## config.mk

```make
export PLATFORM = sky130hd
export DESIGN_NAME = video_timing_gen
export DESIGN_NICKNAME = d
export VERILOG_FILES = /design/src/rtl/video_timing_pkg.sv /design/src/rtl/video_pattern_gen.sv /design/src/rtl/video_timing_gen.sv
export SDC_FILE = /design/constraint.sdc
export NUM_CORES = 1
export LEC_CHECK = 0
export BUFFER_PORTS_ARGS = -buffer_cell sky130_fd_sc_hd__buf_2
export CORE_MARGIN = 2
export CORE_UTILIZATION = 45
export DETAILED_ROUTE_END_ITERATION = 6
export PLACE_DENSITY = 0.68
export SKIP_CTS_REPAIR_TIMING = 1
export SYNTH_ARGS = -nofsm -noshare
export SYNTH_HDL_FRONTEND = slang
export SYNTH_SLANG_ARGS = --single-unit
```

## constraint.sdc

```tcl
create_clock -name clk -period 1.7 [get_ports clk]
set_input_delay 0.425 -clock clk [delete_from_list [all_inputs] [get_ports clk]]
set_output_delay 0.425 -clock clk [all_outputs]
set_load 0.01 [all_outputs]
```

## src/rtl/video_timing_pkg.sv

```systemverilog
// Shared timing defaults, pattern encodings and bar colours for the
// video timing generator (optional VIDEO_TIMING_GEN_SCROLL_EN scroll).
package video_timing_pkg;

  localparam int DEF_H_ACTIVE = 640;
  localparam int DEF_H_FP     = 16;
  localparam int DEF_H_SYNC   = 96;
  localparam int DEF_H_BP     = 48;
  localparam int DEF_V_ACTIVE = 480;
  localparam int DEF_V_FP     = 10;
  localparam int DEF_V_SYNC   = 2;
  localparam int DEF_V_BP     = 33;
  localparam int DEF_CHECK_LOG2 = 3;

  typedef enum logic [1:0] {
    PAT_BARS  = 2'd0,
    PAT_GRAD  = 2'd1,
    PAT_CHECK = 2'd2,
    PAT_SOLID = 2'd3
  } pat_e;

  typedef enum logic {
    ST_IDLE = 1'b0,
    ST_RUN  = 1'b1
  } state_e;

  localparam logic [23:0] BAR_WHITE   = 24'hFFFFFF;
  localparam logic [23:0] BAR_YELLOW  = 24'hFFFF00;
  localparam logic [23:0] BAR_CYAN    = 24'h00FFFF;
  localparam logic [23:0] BAR_GREEN   = 24'h00FF00;
  localparam logic [23:0] BAR_MAGENTA = 24'hFF00FF;
  localparam logic [23:0] BAR_RED     = 24'hFF0000;
  localparam logic [23:0] BAR_BLUE    = 24'h0000FF;
  localparam logic [23:0] BAR_BLACK   = 24'h000000;

  function automatic logic [23:0] bar_colour(input logic [2:0] idx);
    logic [23:0] c;
    unique case (idx)
      3'd0:    c = BAR_WHITE;
      3'd1:    c = BAR_YELLOW;
      3'd2:    c = BAR_CYAN;
      3'd3:    c = BAR_GREEN;
      3'd4:    c = BAR_MAGENTA;
      3'd5:    c = BAR_RED;
      3'd6:    c = BAR_BLUE;
      default: c = BAR_BLACK;
    endcase
    return c;
  endfunction

endpackage

```

## src/rtl/video_pattern_gen.sv

```systemverilog
// Combinational test-pattern lookup: (x, y, sel, solid, frame_cnt) -> pixel.
// frame_cnt offsets gradient R; the top ties it to 0 without scrolling.
module video_pattern_gen
  import video_timing_pkg::*;
#(
  parameter int XW         = 10,
  parameter int H_ACTIVE   = DEF_H_ACTIVE,
  parameter int CHECK_LOG2 = DEF_CHECK_LOG2
) (
  input  logic [XW-1:0] x,
  input  logic [7:0]    y,
  input  pat_e          sel,
  input  logic [23:0]   solid,
  input  logic [7:0]    frame_cnt,
  output logic [23:0]   pixel
);

  localparam int BAR_W = (H_ACTIVE / 8 > 0) ? H_ACTIVE / 8 : 1;

  logic [XW-1:0] bar_raw;
  logic [2:0]    bar_idx;
  logic [7:0]    x8;

  always_comb begin
    x8      = 8'(x);
    bar_raw = x / XW'(BAR_W);
    // last bar absorbs any remainder columns
    bar_idx = (bar_raw > XW'(7)) ? 3'd7 : 3'(bar_raw);
    pixel   = '0;
    unique case (sel)
      PAT_BARS:  pixel = bar_colour(bar_idx);
      PAT_GRAD:  pixel = {x8 + frame_cnt, y, x8 + y};
      PAT_CHECK: pixel = (x[CHECK_LOG2] ^ y[CHECK_LOG2]) ?
                         24'hFFFFFF : 24'h000000;
      PAT_SOLID: pixel = solid;
    endcase
  end

endmodule

```

## src/rtl/video_timing_gen.sv

```systemverilog
// Raster timing generator with registered sync/en/data/sof outputs.
// Define VIDEO_TIMING_GEN_SCROLL_EN for a per-frame scrolling gradient.
module video_timing_gen
  import video_timing_pkg::*;
#(
  parameter int H_ACTIVE   = DEF_H_ACTIVE,
  parameter int H_FP       = DEF_H_FP,
  parameter int H_SYNC     = DEF_H_SYNC,
  parameter int H_BP       = DEF_H_BP,
  parameter int V_ACTIVE   = DEF_V_ACTIVE,
  parameter int V_FP       = DEF_V_FP,
  parameter int V_SYNC     = DEF_V_SYNC,
  parameter int V_BP       = DEF_V_BP,
  parameter int CHECK_LOG2 = DEF_CHECK_LOG2
) (
  input  logic        clk,
  input  logic        rst,
  input  logic        run,
  input  logic [1:0]  pattern_sel,
  input  logic [23:0] solid_rgb,
  output logic        hsync,
  output logic        vsync,
  output logic        en,
  output logic [23:0] data,
  output logic        sof
);

  localparam int H_TOTAL = H_ACTIVE + H_FP + H_SYNC + H_BP;
  localparam int V_TOTAL = V_ACTIVE + V_FP + V_SYNC + V_BP;
  localparam int HW = $clog2(H_TOTAL);
  localparam int VW = $clog2(V_TOTAL);

  localparam logic [HW-1:0] H_LAST = HW'(H_TOTAL - 1);
  localparam logic [HW-1:0] H_ACT  = HW'(H_ACTIVE);
  localparam logic [HW-1:0] HS_BEG = HW'(H_ACTIVE + H_FP);
  localparam logic [HW-1:0] HS_END = HW'(H_ACTIVE + H_FP + H_SYNC - 1);
  localparam logic [VW-1:0] V_LAST = VW'(V_TOTAL - 1);
  localparam logic [VW-1:0] V_ACT  = VW'(V_ACTIVE);
  localparam logic [VW-1:0] VS_BEG = VW'(V_ACTIVE + V_FP);
  localparam logic [VW-1:0] VS_END = VW'(V_ACTIVE + V_FP + V_SYNC - 1);

  state_e        st_q, st_d;
  logic [HW-1:0] h_q, h_d;
  logic [VW-1:0] v_q, v_d;
  pat_e          sel_q, sel_d;
  logic [23:0]   solid_q, solid_d;
  logic          hsync_q, hsync_d;
  logic          vsync_q, vsync_d;
  logic          en_q, en_d;
  logic          sof_q, sof_d;
  logic [23:0]   data_q, data_d;
  logic          frame_start;
  logic          active;
  logic [7:0]    frame_cnt;
  logic [23:0]   pix;

`ifdef VIDEO_TIMING_GEN_SCROLL_EN
  logic [7:0] frm_q, frm_d;

  always_comb begin
    frm_d = frm_q + (frame_start ? 8'd1 : 8'd0);
  end

  always_ff @(posedge clk) begin
    if (rst) frm_q <= '0;
    else     frm_q <= frm_d;
  end

  assign frame_cnt = frm_q;
`else
  assign frame_cnt = 8'd0;
`endif

  video_pattern_gen #(
    .XW        (HW),
    .H_ACTIVE  (H_ACTIVE),
    .CHECK_LOG2(CHECK_LOG2)
  ) u_pat (
    .x        (h_q),
    .y        (8'(v_q)),
    .sel      (sel_q),
    .solid    (solid_q),
    .frame_cnt(frame_cnt),
    .pixel    (pix)
  );

  always_comb begin
    st_d        = st_q;
    h_d         = h_q;
    v_d         = v_q;
    sel_d       = sel_q;
    solid_d     = solid_q;
    frame_start = 1'b0;
    unique case (st_q)
      ST_IDLE: begin
        h_d = '0;
        v_d = '0;
        if (run) begin
          st_d        = ST_RUN;
          frame_start = 1'b1;
        end
      end
      ST_RUN: begin
        if (h_q == H_LAST) begin
          h_d = '0;
          if (v_q == V_LAST) begin
            v_d = '0;
            // a frame is never cut short; run only matters here
            if (run) frame_start = 1'b1;
            else     st_d = ST_IDLE;
          end else begin
            v_d = v_q + 1'b1;
          end
        end else begin
          h_d = h_q + 1'b1;
        end
      end
      default: st_d = ST_IDLE;
    endcase
    if (frame_start) begin
      sel_d   = pat_e'(pattern_sel);
      solid_d = solid_rgb;
    end

    active  = (st_q == ST_RUN);
    en_d    = active && (h_q < H_ACT) && (v_q < V_ACT);
    hsync_d = active && (h_q >= HS_BEG) && (h_q <= HS_END);
    vsync_d = active && (v_q >= VS_BEG) && (v_q <= VS_END);
    sof_d   = en_d && (h_q == '0) && (v_q == '0);
    data_d  = en_d ? pix : 24'h0;
  end

  always_ff @(posedge clk) begin
    if (rst) begin
      st_q    <= ST_IDLE;
      h_q     <= '0;
      v_q     <= '0;
      sel_q   <= PAT_BARS;
      solid_q <= '0;
      hsync_q <= 1'b0;
      vsync_q <= 1'b0;
      en_q    <= 1'b0;
      sof_q   <= 1'b0;
      data_q  <= '0;
    end else begin
      st_q    <= st_d;
      h_q     <= h_d;
      v_q     <= v_d;
      sel_q   <= sel_d;
      solid_q <= solid_d;
      hsync_q <= hsync_d;
      vsync_q <= vsync_d;
      en_q    <= en_d;
      sof_q   <= sof_d;
      data_q  <= data_d;
    end
  end

  assign hsync = hsync_q;
  assign vsync = vsync_q;
  assign en    = en_q;
  assign sof   = sof_q;
  assign data  = data_q;

endmodule

```

; ---- Word level (Yosys, flattened, before mapping)
; Index checks and enable logic that the tools add are counted.
[word_totals]
register_bits = 75
in_bits = 29
[op_classes]
n_div = 1
n_bitwise = 3
addsub = 3
n_mux = 16
n_lt_le_gt_ge = 7
n_eq_ne = 12
reduce_logical = 13
[op_table]
columns = op, n
row1 = $pmux W24 S7, 1
row2 = $pmux W24 S4, 1
row3 = $pmux W10 S2, 2
row4 = $mux W10, 3
row5 = $mux W24, 1
row6 = $add A10 B1 Y10 const B, 2
row7 = $eq A10 B10 Y1 const B, 2
row8 = $logic_not A10 Y1, 2
row9 = $div A10 B7 Y10 const B, 1
row10 = $ge A10 B10 Y1 const B, 1
row11 = $ge A10 B9 Y1 const B, 1
row12 = $gt A10 B3 Y1 const B, 1
row13 = $le A10 B10 Y1 const B, 1
row14 = $le A10 B9 Y1 const B, 1
row15 = $lt A10 B10 Y1 const B, 1
row16 = $lt A10 B9 Y1 const B, 1
row17 = $eq A3 B3 Y1 const B, 3
row18 = $add A8 B8 Y8, 1
row19 = $logic_and A1 B1 Y1, 8
row20 = $eq A3 B2 Y1 const B, 2
row21 = $mux W1, 5
row22 = $eq A2 B2 Y1 const B, 2
row23 = $pmux W1 S2, 2
row24 = $eq A3 B1 Y1 const B, 1
row25 = other kinds (8), 9

; ---- Logic depth before layout (Yosys ltp)
[depth]
depth_word = 6
depth_mapped = 8

; ---- Hierarchy
; Synthesis repeated with hierarchy kept, for this count alone.
[unflattened]
hier_cells = 471
area_unflattened_um2 = 4257.8
[modules_own_cells]
columns = mod, seq_area_each_um2, n_inst, area_each_um2, cells_per_inst
row1 = video_timing_gen, 1501.4, 1, 3074.2, 306
row2 = video_pattern_gen, 0.0, 1, 1183.6, 165

; ---- Least setup slack after synthesis
; Ideal clock, no wire load.
[synth_path]
path_type = register to register
start = reg h_q[1]
end = reg sel_q[0]
required_ps = 1628
setup_slack_ps = -183
path_stages_with_launch = 9
t_arrival_ps = 1812
path_buffers = 2
cell_sequence = dfxtp_1 > ha_1 > nand4_1 > nor3_2 > nand2_2 > a21oi_2 > buf_6 > buf_12 > mux2i_1
[synth_between]
elab_chain_len = 3
[synth_lines]
columns = element, line
row1 = "start, declared", video_timing_gen.sv:43  ; logic [HW-1:0] h_q, h_d;
row2 = "start signal, assigned", video_timing_gen.sv:136  ; h_q <= '0;
row3 = "start signal, assigned", video_timing_gen.sv:147  ; h_q <= h_d;
row4 = $eq A10 B10 Y1, video_timing_gen.sv:104  ; if (h_q == H_LAST) begin
row5 = $mux W1, video_timing_gen.sv:104
row6 = $pmux W1 S2, video_timing_gen.sv:94  ; unique case (st_q)
row7 = "end signal, assigned", video_timing_gen.sv:149  ; sel_q <= sel_d;
row8 = "end, declared", video_timing_gen.sv:45  ; pat_e sel_q, sel_d;
; No other way between the ends.
; A chain may end at the register's enable or synchronous reset.

; ---- Worst setup path in the final report
[layout_path]
start = reg h_q[1]
end = reg data_q[6], in the netlist data[6]
[layout_between]
elab_chain_len = 6
word_cells_on_any_way = 18
cone_classes = add/sub (1) / div (1) / order compare (2) / eq/ne (6) / mux (3) / bitwise (1) / reduce/logical (4)
[layout_lines]
columns = element, line
row1 = $div A10 B7 Y10, video_pattern_gen.sv:26  ; bar_raw = x / XW'(BAR_W);
row2 = $gt A10 B3 Y1, video_pattern_gen.sv:28  ; bar_idx = (bar_raw > XW'(7)) ? 3'd7 : 3'(bar_raw);
row3 = $mux W3, video_pattern_gen.sv:28
row4 = "$eq A3 B3 Y1, or another cell as far along", video_timing_pkg.sv:38  ; unique case (idx)
row5 = $pmux W24 S7, video_timing_pkg.sv:38
row6 = $pmux W24 S4, video_pattern_gen.sv:30  ; unique case (sel)
row7 = "end signal, assigned", video_timing_gen.sv:155  ; data_q <= data_d;
row8 = "end, declared", video_timing_gen.sv:51  ; logic [23:0] data_q, data_d;
; Several ways; a longest one is shown, not always the timed one.

==> reports/qor.txt <==
H-tree lvl count: 3
Final ANT Viol Nets: 0
GP Congestion: 0.953
Crit path required time: 2.00 ns
failing checks: negative setup slack
area grow syn2layout: 29.9%
initial antenna violation count: 0
CTS root buf: clkbuf_8
Synth Net Count: 486
share of cells above drive strength 1: 33.7%
largest net degree at the start of global routing: 54
# setup viols final: 36
DPL Wire Length: 7160 um
All-Layer GR Usage: 21.2%
fin crit period: 1.85 ns
Hold Violations, Final: 0
CTS clk-pin slew, worst paths: 0.08 ns
final wirelength: 9970 um
Yosys top cell by area: dfxtp_1
Arr. time, crit path: 2.14 ns
EDFF count, synth: 0
# diodes: 0
TritonRoute pass-1 iters: 4
Async SR Flop Fraction: 0%
fmax: 542 MHz
post-synthesis cell count: 445
relative slew slack: 77.1%
worst skew pair latency: 0.36 ns
endpoint class of the critical path: register
RSZ-0062 raised after global routing: true
DP Cell Count: 635
Syn Area/Cell: 8.78 um2
Pleak: 2.15 nW
ranking of synthesized cells by area: dfxtp_1 (38%), nand2b_1 (9.1%), mux2i_1 (7.2%)
port buffer count: 56
fin cells: 654
Final Cell Area: 0.00507 mm2
hold crit path type: in -> reg
Die Area: 0.00944 mm2
Setup TNS Final: -3.17 ns
synth cell count leaders: dfxtp_1 (75), nand2b_1 (57), nand2_1 (44), a21oi_1 (32), nor2_1 (31)
crit path kind: reg -> reg
type of origin of the critical path: register
WL per Instance: 15.2 um
vias in the first global route: 3415
Starting Density: 47.1%
Die Height: 97.2 um
dpl cell area: 0.00470 mm2
final net count: 585
Final Cycle Share: 109%
Max Slew Vio Count: 0
Fillers: 716
post-synth top area share: 38.4%
multi-input logic area: 0.00233 mm2
register area share after synthesis: 38.4%
CORE AREA: 0.00830 mm2
global-route wire length before repair: 16300 um
CTS sink count: 75
initial drt markers: 220
synth warn: 0
CTS tree: yes
Die W: 97.2 um
hold slack: 0.314 ns
Distinct cells, synth: 53
Seq. cell area: 0.00152 mm2
worst slew pin tran: 0.343 ns
Setup WS pre-CTS: -0.134 ns
status: complete, but fails checks
mapped cell area: 0.00391 mm2
CTS Buf Count: 9
grt ovf: 0
flops & latches, synth: 75
Clock Tree Buf Depth: 2
vias: 3494
max-cap violations: 0
setup ws final: -0.145 ns
maximum VDD drop: 0.000597 V
Placement Rows: 33
I/O pins: 57
DRC violations left: 0
Max FO, Critical Path: 4
Main synth FF type: dfxtp_1
Vias/cell: 5.34
clk_skew: 0.0110 ns
most frequent cell after synthesis: dfxtp_1
total power per unit cell area: 781 mW/mm2
-- final cells by class --
| class | count | share of cell area (%) |
|---|---|---|
| multi-input combinational | 330 | 46.0 |
| tap | 105 | 2.59 |
| timing repair buffer | 117 | 16.0 |
| sequential | 75 | 29.9 |
| inverter | 11 | 0.814 |
| clock inverter | 6 | 2.24 |
| clock buffer | 10 | 2.52 |
-- per-stage QoR --
stage	utilization, %	power, W
final	61.1	0.00396
after global routing	61.1	0.00411
after CTS	59.5	0.00397
after detailed placement	56.6	0.00232
after global placement	56.6	0.00231
after floorplan	-	0.00216
-- worst max-delay path: stages, from the launching register on --
cell and delay, ns:
dfxtp_4 0.37, buf_4 0.14, fa_2 0.41, a211oi_2 0.22, nor2_2 0.10, o41ai_2 0.33, o21ai_1 0.11, a21oi_1 0.11
-- flip-flops by register name (all words and copies together), names as in the netlist, 2 cells and up --
name and flops:
data 24, h_q 10, sel_q 2, solid_q 24, v_q 10
-- cells by family after synthesis --
| kind of cell | synth area share, % |
|---|---|
| and+or+nand+nor | 26.1 |
| DFF | 38.4 |
| buffers and inverters | 5.22 |
| xor gates and xnor gates | 4.04 |
| AOI/OAI and AO/OA | 11.8 |
| muxes | 10.3 |
| adders and majority gates | 4.04 |
-- where the power goes --
group | internal [W] | switching (W) | leakage (nW) | total, W
Combinational | 0.000207 | 0.000215 | 1.42 | 0.000422
Clock | 0.000977 | 0.000686 | 0.113 | 0.00166
Sequential | 0.00183 | 0.0000451 | 0.618 | 0.00188
-- routing by layer --
| metal | GRT usage, % | vias up | routed length (um) |
|---|---|---|---|
| li1 | - | 1731 | - |
| met1 | 26.2 | 1637 | 4290 |
| met2 | 36.5 | 103 | 4870 |
| met3 | 4.53 | 23 | 510 |
| met4 | 7.48 | 0 | 293 |
| met5 | 0 | - | 0 |
-- placed cells by master, fill, tap and decap left out, types with 3 or more instances in the layout --
master and n:
dfxtp_1 67, nand2b_1 57, buf_2 56, buf_4 55, nand2_1 43, nor2_1 30, a21oi_1 27, mux2i_1 27
o21ai_0 13, inv_1 11, mux2_2 11, nand4_1 10, nand3_1 10, xnor2_1 10, ha_1 9, clkbuf_8 9
xor2_1 8, dfxtp_2 6, nor4_1 5, o21ai_1 5, a211oi_2 5, a21oi_2 5, and3_1 4, buf_12 4
nor2b_1 3, nor3_1 3, nor2_2 3, bufinv_16 3
-- final timing paths --
kind / endpoint / depth (start not counted) / slack (ns) / startpoint
hold reg to reg: solid_q[5]$_SDFFE_PP0P_ / 2 / 0.48 / solid_q[5]$_SDFFE_PP0P_
hold / removal: solid_q[0]$_SDFFE_PP0P_ / 3 / 0.31 / solid_rgb[0]
setup / recovery: data[6]$_SDFF_PP0_ / 7 / -0.15 / h_q[1]$_SDFF_PP0_
setup reg to reg: data[6]$_SDFF_PP0_ / 7 / -0.15 / h_q[1]$_SDFF_PP0_
No activity file was read; power rests on OpenSTA's default activity.
